$ cat src/rtl/switch_pkg.sv
// rtl/switch_pkg.sv - shared state encodings and width helpers for switch_port
package switch_pkg;

    typedef enum logic [1:0] {T_IDLE, T_REQ, T_ACK} tx_state_t;
    typedef enum logic [1:0] {R_IDLE, R_VALID, R_ACK} rx_state_t;

    function automatic int clog2(input int value);
        int r;
        r = 0;
        for (int v = value - 1; v > 0; v = v >> 1) begin
            r++;
        end
        return r;
    endfunction

    // A single destination still needs a one-bit address bus.
    function automatic int adr_width(input int nport);
        return (clog2(nport) < 1) ? 1 : clog2(nport);
    endfunction

endpackage

$ cat src/rtl/switch_port_fifo.sv
// rtl/switch_port_fifo.sv - single-clock show-ahead FIFO with registered full/afull/empty/ovf
module switch_port_fifo #(
    parameter int DW    = 8,
    parameter int AW    = 3,
    parameter int AFULL = 2**AW - 2
) (
    input  logic          clk,
    input  logic          rst,
    input  logic [DW-1:0] wdata,
    input  logic          wen,
    input  logic          ren,
    output logic [DW-1:0] rdata,
    output logic          full,
    output logic          afull,
    output logic          empty,
    output logic          ovf
);

    localparam int PW    = AW + 1;
    localparam int DEPTH = 2**AW;
    localparam logic [PW-1:0] DEPTH_L = PW'(DEPTH);
    localparam logic [PW-1:0] AFULL_L = PW'(AFULL);

    logic [DW-1:0] mem [DEPTH];
    logic [PW-1:0] wptr, rptr, wptr_n, rptr_n, occ_n;
    logic          do_read, do_write;

    // A pop in the same cycle frees the slot, so a write to a full FIFO still lands.
    assign do_read  = ren && !empty;
    assign do_write = wen && (!full || do_read);
    assign wptr_n   = wptr + PW'(do_write);
    assign rptr_n   = rptr + PW'(do_read);
    assign occ_n    = wptr_n - rptr_n;

    always_ff @(posedge clk or posedge rst) begin
        if (rst) begin
            wptr  <= '0;
            rptr  <= '0;
            full  <= 1'b0;
            afull <= 1'b0;
            empty <= 1'b1;
            ovf   <= 1'b0;
        end else begin
            wptr  <= wptr_n;
            rptr  <= rptr_n;
            full  <= (occ_n == DEPTH_L);
            afull <= (occ_n >= AFULL_L);
            empty <= (occ_n == '0);
            ovf   <= wen && !do_write;
        end
    end

    always_ff @(posedge clk) begin
        if (do_write) begin
            mem[wptr[AW-1:0]] <= wdata;
        end
    end

    assign rdata = empty ? '0 : mem[rptr[AW-1:0]];

endmodule

$ cat src/rtl/switch_port.sv
// rtl/switch_port.sv - switch port: TX req/gnt engine, RX FIFO with valid/ack; SWITCH_PORT_STATS_EN adds counters
module switch_port
    import switch_pkg::*;
#(
    parameter int DW    = 8,
    parameter int AW    = 3,
    parameter int NPORT = 4,
    parameter int AFULL = 2**AW - 2,
    parameter int CW    = 16,
    localparam int ADRW = adr_width(NPORT)
) (
    input  logic            clk_i,
    input  logic            rst_i,
    input  logic [DW-1:0]   dat_i,
    input  logic [ADRW-1:0] adr_i,
    input  logic            validtx,
    output logic            acktx,
    output logic            err,
    output logic            sw_req,
    output logic [DW-1:0]   sw_dat,
    output logic [ADRW-1:0] sw_adr,
    input  logic            sw_gnt,
    input  logic [DW-1:0]   fifo_i,
    input  logic            wen,
    output logic            full,
    output logic            afull,
    output logic            ovf,
    output logic [DW-1:0]   dat_o,
    output logic            validrx,
    input  logic            ackrx,
    output logic [CW-1:0]   tx_cnt,
    output logic [CW-1:0]   rx_cnt,
    output logic [CW-1:0]   drop_cnt
);

    localparam logic [ADRW:0] NPORT_L = (ADRW + 1)'(NPORT);

    tx_state_t tx_state, tx_next;
    rx_state_t rx_state, rx_next;
    logic      adr_ok, tx_load, ren, empty;

    assign adr_ok = ({1'b0, adr_i} < NPORT_L);

    always_comb begin
        tx_next = tx_state;
        tx_load = 1'b0;
        case (tx_state)
            T_IDLE: if (validtx) begin
                tx_load = 1'b1;
                tx_next = adr_ok ? T_REQ : T_ACK;
            end
            T_REQ:   if (sw_gnt) tx_next = T_ACK;
            T_ACK:   if (!validtx) tx_next = T_IDLE;
            default: tx_next = T_IDLE;
        endcase
    end

    always_ff @(posedge clk_i or posedge rst_i) begin
        if (rst_i) begin
            tx_state <= T_IDLE;
            sw_dat   <= '0;
            sw_adr   <= '0;
            err      <= 1'b0;
        end else begin
            tx_state <= tx_next;
            if (tx_load) begin
                sw_dat <= dat_i;
                sw_adr <= adr_i;
            end
            err <= tx_load && !adr_ok;
        end
    end

    assign sw_req = (tx_state == T_REQ);
    assign acktx  = (tx_state == T_ACK);

    // R_ACK waits for ackrx to fall, so a long ack phase pops only once.
    always_comb begin
        rx_next = rx_state;
        ren     = 1'b0;
        case (rx_state)
            R_IDLE:  if (!empty) rx_next = R_VALID;
            R_VALID: if (ackrx) begin
                ren     = 1'b1;
                rx_next = R_ACK;
            end
            R_ACK:   if (!ackrx) rx_next = R_IDLE;
            default: rx_next = R_IDLE;
        endcase
    end

    always_ff @(posedge clk_i or posedge rst_i) begin
        if (rst_i) begin
            rx_state <= R_IDLE;
        end else begin
            rx_state <= rx_next;
        end
    end

    assign validrx = (rx_state == R_VALID);

    switch_port_fifo #(
        .DW    (DW),
        .AW    (AW),
        .AFULL (AFULL)
    ) u_fifo (
        .clk   (clk_i),
        .rst   (rst_i),
        .wdata (fifo_i),
        .wen   (wen),
        .ren   (ren),
        .rdata (dat_o),
        .full  (full),
        .afull (afull),
        .empty (empty),
        .ovf   (ovf)
    );

`ifdef SWITCH_PORT_STATS_EN
    localparam logic [CW-1:0] CNT_MAX = '1;

    logic          tx_grant;
    logic [CW:0]   drop_sum;

    assign tx_grant = (tx_state == T_REQ) && sw_gnt;
    // err and ovf can coincide; both count, clamped at the ceiling.
    assign drop_sum = {1'b0, drop_cnt} + (CW + 1)'(err) + (CW + 1)'(ovf);

    always_ff @(posedge clk_i or posedge rst_i) begin
        if (rst_i) begin
            tx_cnt   <= '0;
            rx_cnt   <= '0;
            drop_cnt <= '0;
        end else begin
            if (tx_grant && tx_cnt != CNT_MAX) tx_cnt <= tx_cnt + 1'b1;
            if (ren && rx_cnt != CNT_MAX) rx_cnt <= rx_cnt + 1'b1;
            drop_cnt <= drop_sum[CW] ? CNT_MAX : drop_sum[CW-1:0];
        end
    end
`else
    assign tx_cnt   = '0;
    assign rx_cnt   = '0;
    assign drop_cnt = '0;
`endif

endmodule
$ cat config.mk
export PLATFORM = sky130hd
export DESIGN_NAME = switch_port
export DESIGN_NICKNAME = d
export VERILOG_FILES = /design/src/rtl/switch_pkg.sv /design/src/rtl/switch_port_fifo.sv /design/src/rtl/switch_port.sv
export SDC_FILE = /design/constraint.sdc
export NUM_CORES = 1
export LEC_CHECK = 0
export CORE_MARGIN = 3
export CORE_UTILIZATION = 25
export CTS_CLUSTER_DIAMETER = 150
export CTS_CLUSTER_SIZE = 40
export DETAILED_ROUTE_END_ITERATION = 16
export PLACE_DENSITY = 0.49
export SYNTH_ARGS = -nofsm -noshare
export SYNTH_HDL_FRONTEND = slang
export SYNTH_HIERARCHICAL = 1
export SYNTH_SLANG_ARGS = --single-unit
$ cat constraint.sdc
create_clock -name clk_i -period 2.22 [get_ports clk_i]
set_clock_uncertainty 0.05 [all_clocks]
set_input_delay 0.222 -clock clk_i [delete_from_list [all_inputs] [get_ports clk_i]]
set_output_delay 0.222 -clock clk_i [all_outputs]
set_load 0.1 [all_outputs]
==> impl_metrics.toml <==
[status]
outcome = "finished with violations"
violations = "setup timing"

[logic_synthesis]
synth_edf_count = 64
synth_common_cells = "edfxtp_1 (64), buf_4 (53), dfrtp_1 (25)"
synth_top_area_share_pct = 46.79
ys_seq_area_share_pct = 62.66
synth_area_mm2 = 0.004108
yosys_warnings = 6
syn_inst = 266
async_reset_ff_share_pct = 28.89
ys.flop_type = "edfxtp_1"
yosysMostFrequentCell = "edfxtp_1"
syn_area_per_cell_um2 = 15.44
synth_area_leaders = "edfxtp_1 (47%), dfrtp_1 (15%), buf_4 (9.7%), mux4_2 (3.8%), nor2b_1 (3.0%)"
ys_ff_latch = 90
yosysUniqueCellTypes = 42
synth_top_area_cell = "edfxtp_1"

[worst_setup_path]
slowest_delay_ns = 0.40
rr_startpoint = "rx_state[1]$_DFFE_PP0P_"
critPathSlowestCell = "dfrtp_1"
startpoint = "rx_state[1]$_DFFE_PP0P_"
worstSetupPathType = "reg2reg"
critPathArrivalTime_ns = 2.56
cpMostUsedCell = "ha_4"
crit_path_end_kind = "flip-flop"
start_kind = "flip-flop"
critPathMaxFanout = 3
path_cells = "nor2b_4, and2_4, nand2b_4, a21boi_4, ha_4, ha_4, xor2_4, ha_4, a21oi_2, xnor3_1, nor2b_4"
worst_ep_required_time_ns = 2.45

[clock_tree]
clk_latency_ns = 0.34
cts_sinks = 90
cts-root-buf = "clkbuf_16"
clockBufferDepth = 2
cts_buffers = 9
cts-htree-levels = 3
tritoncts = "yes"
clkTransAtPathRegs_ns = 0.07
ctsHoldBuffers = 0

[job]
cap_violations = 0

[layout]
final_util_pct = 36.30
n_antenna_cell = 0
drive_gt1_share_pct = 44.44
finalNetCount = 387
area.growth.synth_to_final_pct = 41.40

[routing]
drc = 0
via_per_inst = 3.906
finalWirelength_mm = 8.685
wl_per_cell_um = 15.08
ant_nets = 0
drt_pass1_iterations = 4
drt_iter0_drc = 105
via_count = 2250

[grt]
overflow = 0
grt_max_degree = 17
grt_use_total_pct = 9.811
antenna_found_initial = 0
grt_pass1_vias = 2407
grt_pass1_wl_mm = 13.41

[sta]
max_freq_ghz = 0.4298
fin_crit_sh_pct = 104.8
drv_slew = 0
setup_ws_ns = -0.1064
tns_ns = -0.2575
hold_ws_ns = 0.1748
hold_viol = 0
worst_pin_slew_ns = 0.5596
finalSetupViolations = 3
fin_crit_ns = 2.326
relSlewSlack_pct = 62.65
rsz0062_at_grt = "yes"

[floorplanning]
die-area_mm2 = 0.01800
start_util_pct = 25.67
core_area_mm2 = 0.01600
pin_count = 97
dieWidth_um = 134.2
num_rows = 46
die_y_um = 134.2

[place]
post-dp-hpwl_mm = 5.659
gp_congestion = 0.7177
io_buffers = 47

[min_path]
hold_class = "in2async"
==> flip-flops by register name, indices dropped and copies added, names as in the netlist <==
signal        cells
sw_dat            8
u_fifo/full       1
u_fifo/ovf        1
tx_state          2
u_fifo/empty      1
u_fifo/wptr       4
u_fifo/mem       64
u_fifo/rptr       4
rx_state          2
sw_adr            2
u_fifo/afull      1
==> through the flow <==
| stage | instance area (um2) | setup slack (ns) | cells |
|---|---|---|---|
| 6_report | 5808 | -0.1064 | 576 |
| 5_1_grt | 5808 | -0.2005 | 576 |
| 4_1_cts | 5572 | -0.1923 | 566 |
| 3_5_place_dp | 5176 | -0.4500 | 543 |
| 3_3_place_gp | 5176 | -0.3600 | 543 |
| 2_1_floorplan | 4611 | -0.5957 | 314 |
==> critical path: cells and delay by family, from the launching register on <==
family / cells / cell delay (ns)
fa+ha+maj: 3 / 0.55
simple gates: 4 / 0.50
xor+xnor: 2 / 0.42
flops: 1 / 0.40
compound gates: 2 / 0.33
==> repair_timing <==
| action | 4_1_cts | 5_1_grt |
|---|---|---|
| buffers inserted | 6 | 10 |
| pin swaps | 14 | 14 |
| gates resized for setup | 16 | 28 |
| endpoints found under the setup margin | 11 | 19 |
| cloned | 1 | 0 |
==> layout make-up <==
cell class / count / area [um2]
Clock buffer: 9 / 225.2
Clock inverter: 7 / 36.28
Fill cell: 1566 / 10190
Inverter: 8 / 30.03
Multi-Input combinational cell: 160 / 1738
Sequential cell: 90 / 2575
Tap cell: 216 / 270.3
Timing Repair Buffer: 86 / 933.4
==> final timing paths <==
path / end / slack, ns / cells after the start
worst max-delay path: u_fifo/empty$_DFF_PP1_ / -0.11 / 11
worst min-delay path: u_fifo/ovf$_DFF_PP0_ / 0.17 / 2
worst max register to register: u_fifo/empty$_DFF_PP1_ / -0.11 / 11
worst min register to register: tx_state[0]$_DFFE_PP0P_ / 0.44 / 1
max in group asynchronous: sw_dat[1]$_DFFE_PP0P_ / 1.54 / 2
min in group clk_i: u_fifo/ovf$_DFF_PP0_ / 0.43 / 2
==> metal layers <==
metal	track usage [%]	share of wire [%]	up-vias	wire, um
met2	16.56	50	69	4371
met3	3.413	5.5	9	479
met5	0	0	-	0
li1	-	-	1039	-
met1	12.25	43	1133	3757
met4	2.036	0.88	0	76
==> kinds of logic (layout without fill, tap and decap cells) <==
family                     count (synthesis)  count (layout)  share of synthesized area, %
AOI/OAI and AO/OA                         24              24                         4.843
buffers and inverters                     64             110                         11.09
adders and majority gates                  8               8                         2.619
and+or+nand+nor                           47              47                         7.280
muxes                                     26              26                         9.169
other                                      1              49                       0.09129
xor gates and xnor gates                   6               6                         2.254
DFF                                       90              90                         62.66
==> cell usage in the layout (no fill, tap or decap), types with 7 or more instances in the layout <==
cell type	count
a2111oi_4	8
buf_12	15
buf_4	42
clkbuf_16	9
clkdlybuf4s50_1	23
conb_1	49
dfrtp_1	24
edfxtp_1	64
inv_1	7
mux2_2	10
mux2i_1	7
mux4_2	8
nor2b_4	10
Power is left out: the tool's default activity adds up to more than one toggle a clock period on the data nets, which glitch-free logic cannot reach.
==> RTL edit (config.mk and constraints unchanged) <==
Encoding of `tx_state_t`: now one-hot (3 bits for 3 states).
--- a/src/rtl/switch_pkg.sv
+++ b/src/rtl/switch_pkg.sv
@@ -3,3 +3,3 @@
 
-    typedef enum logic [1:0] {T_IDLE, T_REQ, T_ACK} tx_state_t;
+    typedef enum logic [2:0] {T_IDLE = 3'b001, T_REQ = 3'b010, T_ACK = 3'b100} tx_state_t;
     typedef enum logic [1:0] {R_IDLE, R_VALID, R_ACK} rx_state_t;
Check against the original RTL: no difference found for any inputs over 10 cycles, from zero or initial values and one cycle with rst_i high; not proved beyond that.
==> RTL edit against the unedited design <==
Global-route usage decreased by 0.23 points. Setup slack improved by 0.041 ns. Final cell count increased by 0.87%. Critical path type unchanged. Count of clock-buffer cells in the layout unchanged. Largest cell class unchanged. Non-clock buffer count unchanged. Final area decreased by 0.43%. Sequential cell count increased by 1. Area after synthesis increased by 1.6%. Sequential share of layout area increased by 0.67 points. First-iteration DRC count decreased by 26%. Routed wire length decreased by 4.1%. The run still ends with setup timing left.
Power is left out: the tool's default activity adds up to more than one toggle a clock period on the data nets, which glitch-free logic cannot reach.
==> RTL edit: results (changes against the unedited design) <==
** Status
- Run status :: finished with violations
- The checks that failed: setup timing.

** Worst setup path
- The data arrival time of the critical path was 2.51 ns (-0.05 ns).
- Among all stages on the critical path, the largest delay is contributed by dfrtp_1.

** Detailed routing
- Number of vias after detailed routing :: 2275 (+1.1%)
- The total wire length came to 8330 um (-4.1%).
- The count of routing violations after the opening detailed-route iteration is 78 (-26%).

** Logic synthesis
- Yosys warns :: 6 (unchanged)
- The number of distinct library cells after synthesis was 44 (+4.8%).
- Ys async rst share :: 29.67% (+0.78 points)
- List of most frequent post-synthesis cells :: edfxtp_1 (64), buf_4 (53), dfrtp_1 (25)
- Number of flops mapped to enable cells by yosys :: 64 (unchanged)
- The sequential element share of the synthesized area came to 62.33% (-0.33 points).
- Leading post-synthesis cells by cell area :: edfxtp_1 (46%), dfrtp_1 (15%), buf_4 (9.5%)

** Place
- The sum of net half-perimeters after detailed placement came to 5893 um (+4.1%).
- Final RePlAce weighted congestion :: 0.6906 (-3.8%)
- Placed Area :: 5265 sq um (+1.7%)

** Final layout
- Fillers :: 1573 (+0.45%)
- Share of post-route cells with drive strength above 1 :: 44.11% (-0.33 points)
- Number of nets in the layout :: 392 (+1.3%)

** Min path
- The min-delay analysis places its worst path in the category in2async.

** Timing
- # setup viols final :: 3 (unchanged)
- Worst Slack Setup Final :: -0.06568 ns (+0.04073 ns)
- Max_slew headroom :: 61.82% (-0.84 points)
- Final-layout setup total negative slack :: -0.1470 ns (+0.1106 ns)

** Clock network
- Clock H-tree levels :: 3 (unchanged)
- The clock edge transition at the registers on the reported setup and hold paths came to 0.07 ns (about the same).

** GRT
- The number of global-route vias before repair is 2409 (+0.083%).
- Overall global routing resource usage :: 9.585% (-0.23 points)
- The maximum number of pins on one net before global-route repair was 20 (+3).
- The first-pass GRT wire length came to 13170 um (-1.8%).
[RTL edit: cell types whose count changed after synthesis, sizes merged]
cell / unedited run / this run
nor2b: 21 / 20
nor2: 8 / 9
a21oi: 2 / 3
and2: 1 / 2
or3b: 0 / 1
or2b: 3 / 1
a22o: 1 / 0
a311oi: 0 / 1
and2b: 1 / 0
nand3b: 0 / 3
dfstp: 1 / 2
nor4bb: 0 / 1
[RTL edit: cell type report]
type,instances,area share (%)
repair buffers,86,15.08
flip-flops and latches,91,45.00
multi-input cells,164,29.64
well taps,216,4.673
clock buffers,9,3.894
clock inverters,7,1.190
inverters,8,0.5193
[RTL edit: stage by stage]
step | instances | util (%) | worst slack (ns) | hold WS [ns]
after global placement | 554 | 32.67 | -0.4020 | 0.4416
after global routing | 581 | 35.89 | -0.1605 | 0.2140
after detailed placement | 554 | 32.67 | -0.4427 | 0.4474
after CTS | 576 | 35.20 | -0.1396 | 0.1828
final | 581 | 35.89 | -0.06568 | 0.1716
after floorplan | 319 | - | -0.5957 | 0.03598
[RTL edit: worst max-delay path, delay by kind of cell, from the launching register on]
kind	cells	cell delay (ns)
and+or+nand+nor	4	0.47
DFF	1	0.41
AOI/OAI and AO/OA	2	0.29
xor gates and xnor gates	2	0.45
adders and majority gates	3	0.54
[RTL edit: repair_timing]
item	4_1_cts	5_1_grt
gates resized for setup	17	15
pin swaps	12	7
setup endpoints to repair	11	11
hold endpoints to repair	0	0
setup buffers	6	5
[RTL edit: cells by family (layout without fill, tap and decap cells)]
kind of cell	count (synthesis)	count (layout)	share of synthesized area (%)
mux	26	26	9.028
xor+xnor	6	6	2.220
compound gates	25	25	4.889
buf+inv	64	110	10.92
flops	91	91	62.33
fa+ha+maj	8	8	2.579
other cells	1	49	0.08990
simple gates	50	50	7.948
[RTL edit: final timing paths]
kind / startpoint / slack, ns / to
setup / recovery: rx_state[1]$_DFFE_PP0P_ / -0.07 / u_fifo/empty$_DFF_PP1_
hold / removal: rst_i / 0.17 / u_fifo/ovf$_DFF_PP0_
setup reg to reg: rx_state[1]$_DFFE_PP0P_ / -0.07 / u_fifo/empty$_DFF_PP1_
hold reg to reg: u_fifo/wptr[3]$_DFF_PP0_ / 0.46 / u_fifo/wptr[3]$_DFF_PP0_
max in group asynchronous: rst_i / 1.53 / sw_dat[7]$_DFFE_PP0P_
min in group clk_i: ackrx / 0.44 / rx_state[1]$_DFFE_PP0P_
[RTL edit: layer usage]
layer	global-route usage (%)	vias up	wire length [um]
met1	11.45	1116	3457
met3	4.086	9	641
met4	3.024	0	113
met5	0	-	0
met2	15.71	82	4118
li1	-	1068	-
